### src/rtl/gpio_in_capture_if.sv
// Register access bus between the bus-side controller (master) and gpio_in_capture (slave).
// Reads return one cycle after rd_en; writes take effect on the strobe edge.
interface gpio_in_capture_if #(
  parameter int WIDTH = 16
);
  logic             wr_en;
  logic [1:0]       wr_addr;
  logic [WIDTH-1:0] wr_data;
  logic             rd_en;
  logic [1:0]       rd_addr;
  logic [WIDTH-1:0] rd_data;
  logic             rd_valid;

  modport master (
    output wr_en, wr_addr, wr_data, rd_en, rd_addr,
    input  rd_data, rd_valid
  );

  modport slave (
    input  wr_en, wr_addr, wr_data, rd_en, rd_addr,
    output rd_data, rd_valid
  );
endinterface

### src/rtl/gpio_in_capture.sv
// GPIO input sampler: synchroniser, per-pin edge detect into sticky W1C status, level irq.
// Pin-to-irq latency SYNC_STAGES+1 edges; reads return one cycle after rd_en, no backpressure.
module gpio_in_capture #(
  parameter int WIDTH       = 16,
  parameter int SYNC_STAGES = 2
) (
  input  logic             clk,
  input  logic             reset,
  input  logic [WIDTH-1:0] gpio_pin,
  input  logic [WIDTH-1:0] gpio_dir,
  gpio_in_capture_if.slave bus,
  output logic             irq
);

  localparam logic [1:0] A_IN_DATA = 2'd0;
  localparam logic [1:0] A_RISE_EN = 2'd1;
  localparam logic [1:0] A_FALL_EN = 2'd2;
  localparam logic [1:0] A_STATUS  = 2'd3;

  logic [WIDTH-1:0] r_sync [SYNC_STAGES];
  logic [WIDTH-1:0] r_prev;
  logic [WIDTH-1:0] r_rise_en;
  logic [WIDTH-1:0] r_fall_en;
  logic [WIDTH-1:0] r_status;
  logic [WIDTH-1:0] r_rd_data;
  logic             r_rd_valid;

  logic [WIDTH-1:0] w_sync;
  logic [WIDTH-1:0] w_in_data;
  logic [WIDTH-1:0] w_rise;
  logic [WIDTH-1:0] w_fall;
  logic [WIDTH-1:0] w_clr;
  logic [WIDTH-1:0] w_rd_mux;

  always_ff @(posedge clk) begin
    if (reset) begin
      for (int s = 0; s < SYNC_STAGES; s++) r_sync[s] <= '0;
      r_prev <= '0;
    end else begin
      r_sync[0] <= gpio_pin;
      for (int s = 1; s < SYNC_STAGES; s++) r_sync[s] <= r_sync[s-1];
      // prev follows every pin so a dir flip to input never looks like an edge
      r_prev <= w_sync;
    end
  end

  assign w_sync    = r_sync[SYNC_STAGES-1];
  assign w_in_data = w_sync & ~gpio_dir;
  assign w_rise    =  w_sync & ~r_prev & ~gpio_dir & r_rise_en;
  assign w_fall    = ~w_sync &  r_prev & ~gpio_dir & r_fall_en;
  assign w_clr     = (bus.wr_en && bus.wr_addr == A_STATUS) ? bus.wr_data : '0;

  always_ff @(posedge clk) begin
    if (reset) begin
      r_rise_en <= '0;
      r_fall_en <= '0;
      r_status  <= '0;
    end else begin
      if (bus.wr_en && bus.wr_addr == A_RISE_EN) r_rise_en <= bus.wr_data;
      if (bus.wr_en && bus.wr_addr == A_FALL_EN) r_fall_en <= bus.wr_data;
      // a new edge in the same cycle as its clear keeps the bit set
      r_status <= (r_status & ~w_clr) | w_rise | w_fall;
    end
  end

  always_comb begin
    w_rd_mux = '0;
    case (bus.rd_addr)
      A_IN_DATA: w_rd_mux = w_in_data;
      A_RISE_EN: w_rd_mux = r_rise_en;
      A_FALL_EN: w_rd_mux = r_fall_en;
      A_STATUS:  w_rd_mux = r_status;
      default:   w_rd_mux = '0;
    endcase
  end

  always_ff @(posedge clk) begin
    if (reset) begin
      r_rd_data  <= '0;
      r_rd_valid <= 1'b0;
    end else begin
      r_rd_valid <= bus.rd_en;
      if (bus.rd_en) r_rd_data <= w_rd_mux;
    end
  end

  assign bus.rd_data  = r_rd_data;
  assign bus.rd_valid = r_rd_valid;
  assign irq          = |r_status;

endmodule

### src/flat_wrapper.sv
// flat-port wrapper written by rule: the top's interface ports become plain ports
module gpio_in_capture_flat 
#(
  parameter int WIDTH       = 16,
  parameter int SYNC_STAGES = 2
)
  (clk, reset, gpio_pin, gpio_dir, irq, bus_wr_en, bus_wr_addr, bus_wr_data, bus_rd_en, bus_rd_addr, bus_rd_data, bus_rd_valid);
  gpio_in_capture_if #(.WIDTH(WIDTH)) bus_i ();
  input  logic clk;
  input  logic reset;
  input  logic [WIDTH-1:0] gpio_pin;
  input  logic [WIDTH-1:0] gpio_dir;
  output logic irq;
  input wire logic [$bits(bus_i.wr_en)-1:0] bus_wr_en;
  input wire logic [$bits(bus_i.wr_addr)-1:0] bus_wr_addr;
  input wire logic [$bits(bus_i.wr_data)-1:0] bus_wr_data;
  input wire logic [$bits(bus_i.rd_en)-1:0] bus_rd_en;
  input wire logic [$bits(bus_i.rd_addr)-1:0] bus_rd_addr;
  output wire logic [$bits(bus_i.rd_data)-1:0] bus_rd_data;
  output wire logic [$bits(bus_i.rd_valid)-1:0] bus_rd_valid;
  assign bus_i.wr_en = bus_wr_en;
  assign bus_i.wr_addr = bus_wr_addr;
  assign bus_i.wr_data = bus_wr_data;
  assign bus_i.rd_en = bus_rd_en;
  assign bus_i.rd_addr = bus_rd_addr;
  assign bus_rd_data = bus_i.rd_data;
  assign bus_rd_valid = bus_i.rd_valid;
  gpio_in_capture #(.WIDTH(WIDTH), .SYNC_STAGES(SYNC_STAGES)) u_core (.clk(clk), .reset(reset), .gpio_pin(gpio_pin), .gpio_dir(gpio_dir), .bus(bus_i), .irq(irq));
endmodule
### config.mk
export PLATFORM = sky130hd
export DESIGN_NAME = gpio_in_capture_flat
export DESIGN_NICKNAME = d
export VERILOG_FILES = /design/src/rtl/gpio_in_capture_if.sv /design/src/rtl/gpio_in_capture.sv /design/src/flat_wrapper.sv
export SDC_FILE = /design/constraint.sdc
export NUM_CORES = 1
export LEC_CHECK = 0
export CELL_PAD_IN_SITES_DETAIL_PLACEMENT = 0
export CELL_PAD_IN_SITES_GLOBAL_PLACEMENT = 1
export CORE_AREA = 2 2 126 128
export CTS_CLUSTER_DIAMETER = 150
export DETAILED_ROUTE_END_ITERATION = 8
export DIE_AREA = 0 0 128 130
export GPL_TIMING_DRIVEN = 1
export PLACE_DENSITY = 0.6
export REMOVE_ABC_BUFFERS = 1
export SLEW_MARGIN = 10
export SYNTH_ARGS = -nofsm -noshare
export SYNTH_HDL_FRONTEND = slang
export SYNTH_SLANG_ARGS = --single-unit
### constraint.sdc
create_clock -name clk -period 2.2 [get_ports clk]
set_clock_uncertainty 0.1 [all_clocks]
set_input_delay 0.66 -clock clk [delete_from_list [all_inputs] [get_ports clk]]
set_output_delay 0.66 -clock clk [all_outputs]
set_load 0.01 [all_outputs]
# Word level (Yosys, flattened, before mapping)
# Memories as Yosys holds them, arrays and structs flattened.
# Cells that the tools add are included.
# word_totals
register_bits	81
ramBits	32
input_bits	56
out_inout_bits	18
memories	1
# classes
eq_ne	6
muxes	7
bitwise_logic	16
n_reduce_logical	5
# memory_table
memory	depth	width	rd	rd_clocked_by_memory_dff	write_ports	line_no	source
u_core.r_sync	2	16	2	0	2	gpio_in_capture.sv:20	logic [WIDTH-1:0] r_sync [SYNC_STAGES];
# op_table
cell	n
bitwise AND 16 bit	8
NOT 16 bit	4
one-hot mux 16 bit (4 select lines)	1
two-way mux 16 bit	3
bitwise OR 16 bit	2
OR reduction 16 bit	1
equality test 2 bit (second input constant)	4
equality test 2 x 1 -> 1 bit (second input constant)	2
logical AND 1 bit	3
two-way mux 1 bit	3
zero test 2 bit	1
bitwise OR 1 bit	2

# Logic depth before layout (Yosys ltp)
# logic_depth
ltp_word	7
depth_mapped	6
mapped_depth_nobuf	3

# Least setup slack after synthesis
# No wires, ideal clock.
# synth_path
kind	input to register
start	input port bus_rd_addr[1]
end	register u_core.r_rd_data[10], in the netlist u_core.bus.rd_data[10]
arrival_ps	1617
required_time_ps	1983
path_slack_ps	366
cell_stages	6
n_path_buf	3
path_cell_list	buf_6 > or2_1 > buf_6 > buf_6 > o22a_1 > a32o_1
# synth_via
elab_chain_len	2
elab_cells_between_ends	5
classes_between	eq/ne (3); mux (1); reduce/logical (1)
# synth_rtl
item	line_no	source
start: declaration	flat_wrapper.sv:18	input wire logic [$bits(bus_i.rd_addr)-1:0] bus_rd_addr;
equality test 2 bit (tied with other cells)	gpio_in_capture.sv:68	case (bus.rd_addr)
one-hot mux 16 bit (4 select lines) (*)	gpio_in_capture.sv:68	
end signal: assignment	gpio_in_capture.sv:83	if (bus.rd_en) r_rd_data <= w_rd_mux;
end: declaration	gpio_in_capture.sv:25	logic [WIDTH-1:0] r_rd_data;
# Mark *: on every way between the ends. The rest lies on a longest branch, timed or not.
# A chain may end at the register's enable or synchronous reset.

# Worst setup path after layout
# layout_path
start	register u_core.r_status[4]
end	output port irq
# layout_via
elab_chain_len	1
# layout_rtl
item	line_no	source
start: declaration	gpio_in_capture.sv:24	logic [WIDTH-1:0] r_status;
start signal: assignment	gpio_in_capture.sv:62	r_status <= (r_status & ~w_clr) | w_rise | w_fall;
OR reduction 16 bit	gpio_in_capture.sv:89	assign irq = |r_status;
end: declaration	flat_wrapper.sv:13	output logic irq;
# No other way between the ends.

==> results.md <==
* Wire per inst at 16.02 um
* Place WS at -0.02914 ns
* CP required at approximately 1.4 ns
* CTS buffer count at 17
* Syn_area_per_cell at 9.418 sq um
* Clock-pin transition on the worst setup and hold timing paths at 0.05 ns
* Unrepaired setup endpoints after global routing: yes
* Largest cells by area after synthesis: dfxtp_1, nor2b_1, nand2_1
* HPWL Detailed at 8.350 mm
* Diodes inserted at 0
* # nets final at slightly above 600
* GRT Overall Usage at 0.1569
* Worst EP arrival at 1.43 ns
* Synth Warn # at 0
* R2r endpoint: u_core.bus.rd_data[13]
* Mapped Area at 4483 sq um
* Vias per cell at 4.700
* Die width at 128 um
* Most instantiated library cell after synthesis: dfxtp_1
* Buffers on Ports at 73
* Via count at 3,614
* Fraction of registers with async set/reset at 0
* Largest net degree at the start of global routing at 51
* CTS tree: built
* Commonest cells in the synthesized netlist: dfxtp_1, nand2_1, nor2b_1
* Clock sinks at 113
* Sequential share of the synthesized area at 0.5046
* Top cell type's share of synthesized area at 0.5046
* Core Area at 15,420 sq um
* Startpoint types: flip-flop
* Worst Hold Class: flip-flop to flip-flop
* Total grt overflow at 0
* Fin worst setup slack at between 0.009 and 0.01 ns
* Postcts setup bufs at 0
* Initial DRC count at around 210
* M2 GR Usage at 0.2479
* Reg2reg path depth at 3
* Row count at 46
* Root buffer cell: clkbuf_16
* Area growth, synth to finish at 35.70%
* Clk_lat worst skew at 0.41 ns
* Initial Util at 0.2906
* EDFF count, synth at 0
* Placed Instances at roughly 740
* Worst vdd ir at 0.5257 mV
* Top FF cell, synth: dfxtp_1
* # fillers at 1,553
* Die height at 130 um
* Pleak at 2.321 nW
* Clk buf depth at 2
* Area leader, netlist: dfxtp_1
* Worst Hold Depth at 1
* Setup violations, final at 0
* Crit. End Element: output port
* M1 GR Usage at 0.2001
* Max cap viols at 0
* WHS Endpoint: u_core.r_sync[0][21]
* Htree depth at 4
* Reg2Reg Setup Slack at between 1 and 1.5 ns
* Final Non-Filler Cells at 769
* Total routed wirelength at approximately 12 mm
* Die area at 16,640 sq um
* GRT met3 Usage at 0.04633
* Worst Path Max Fanout at 3
* Share of layout cells above drive strength 1 at 0.1317
* Fin crit period at 2.191 ns
* Fin crit share at 0.9957
* Rel. slew slack at 0.6275
* Register area at 2263 sq um
* FMAX at roughly 460 MHz
* Pwr/cell area at 856.4 nW/um^2
* Initial antenna violation count at 1
* Outcome: complete, no violations
* Post-synthesis register bit count at approximately 110
* Synth cell types at 26
* DRC errors left at 0
* Final RePlAce weighted congestion at 0.7642
* R2R Path Start: u_core.r_sync[0][29]
* First-pass GRT wire length at 19.57 mm
* Area of the multi-input gates at 1996 sq um
* Busiest grt layer: met2
* Hold Fails Final Rpt at 0
* Post-Synthesis Cells at 476
* Worst-Margin Slew at 0.5588 ns
* Number of global-route vias before repair at 3,763
* Antenna Nets Post-Route at 0
* Drt first pass iters at 4
* I/O pin count at 74
* HP Start: u_core.r_sync[0][5]
* Fin. max-slew vios at 0
* Hold Slack at around 0.33 ns
* # hold bufs at CTS at 0
* Setup CP Type: flip-flop to output port
==> cells in the final DEF (no fill, tap or decap), drive strengths merged, types with 27 or more instances in the layout <==
cell type and count:
a21oi 48, buf 28, clkbuf 27, clkdlybuf4s50 71
dfxtp 113, nand2 80, nand3b 34, nor2b 54
==> flip-flops by register name, summed over array words and instances (netlist names) <==
name	count
u_core.r_rise_en	16
u_core.bus.rd_data	16
u_core.bus.rd_valid	1
u_core.r_fall_en	16
u_core.r_sync	32
u_core.r_prev	16
u_core.r_status	16
==> cells by family (layout without fill, tap and decap cells) <==
group                  Yosys count  count (layout)  share of synthesized area
AOI/OAI and AO/OA              112             112                     0.1669
buffers and inverters           45             146                    0.05637
muxes                           16              16                    0.03572
and+or+nand+nor                190             190                     0.2364
DFF                            113             113                     0.5046
==> critical path, stage by stage (launching register included) <==
cell and delay (ns):
dfxtp_2 0.33, nor4_4 0.26, buf_4 0.14, nand4_1 0.11, buf_2 0.17
==> through the flow <==
step | utilization | power (mW) | TNS, ns | cell area, sq um
floorplan | - | 2.350 | 0 | 4290
global placement | 0.3559 | 2.633 | -0.07486 | 5489
detailed placement | 0.3559 | 2.638 | -0.1032 | 5489
CTS | 0.3934 | 5.271 | -0.01115 | 6068
global route | 0.3944 | 5.399 | -0.08631 | 6083
finish | 0.3944 | 5.210 | 0 | 6083
==> report_power, final <==
group	total, mW	switching, mW	internal (mW)
combinational	0.423	0.189	0.234
clock	2.62	0.897	1.72
sequential	2.17	0.0455	2.12
total	5.21	1.13	4.08
==> area by class of cell <==
class                           count  area share
Sequential cell                   113      0.3721
Clock inverter                      4    0.007816
Timing Repair Buffer               99      0.1567
Clock buffer                       27     0.08597
Inverter                           16    0.009872
Multi-Input combinational cell    318      0.3281
Tap cell                          192     0.03949
==> layer usage <==
layer	vias to the layer above	share of wire	routed length [um]
met5	-	0.00081	10
met4	2	0.016	197
met3	17	0.045	551
met2	67	0.46	5607
met1	1718	0.48	5956
li1	1810	-	-
==> how the worst max path moves through the flow <==
stage                   startpoint                endpoint  depth (start not counted)
2_1_floorplan       bus_rd_addr[1]  u_core.bus.rd_data[14]                          3
3_3_place_gp   u_core.r_status[14]                     irq                          3
3_5_place_dp        bus_rd_addr[0]  u_core.bus.rd_data[14]                          5
4_1_cts        u_core.r_status[13]                     irq                          4
5_1_grt         u_core.r_status[4]                     irq                          4
6_report        u_core.r_status[4]                     irq                          4
==> timing repair <==
item | CTS | global route
resized for setup | 7 | 2
endpoints found under the setup margin | 1 | 1
pin swaps | 2 | 0
Note: power is estimated with default switching activity, not from simulation.
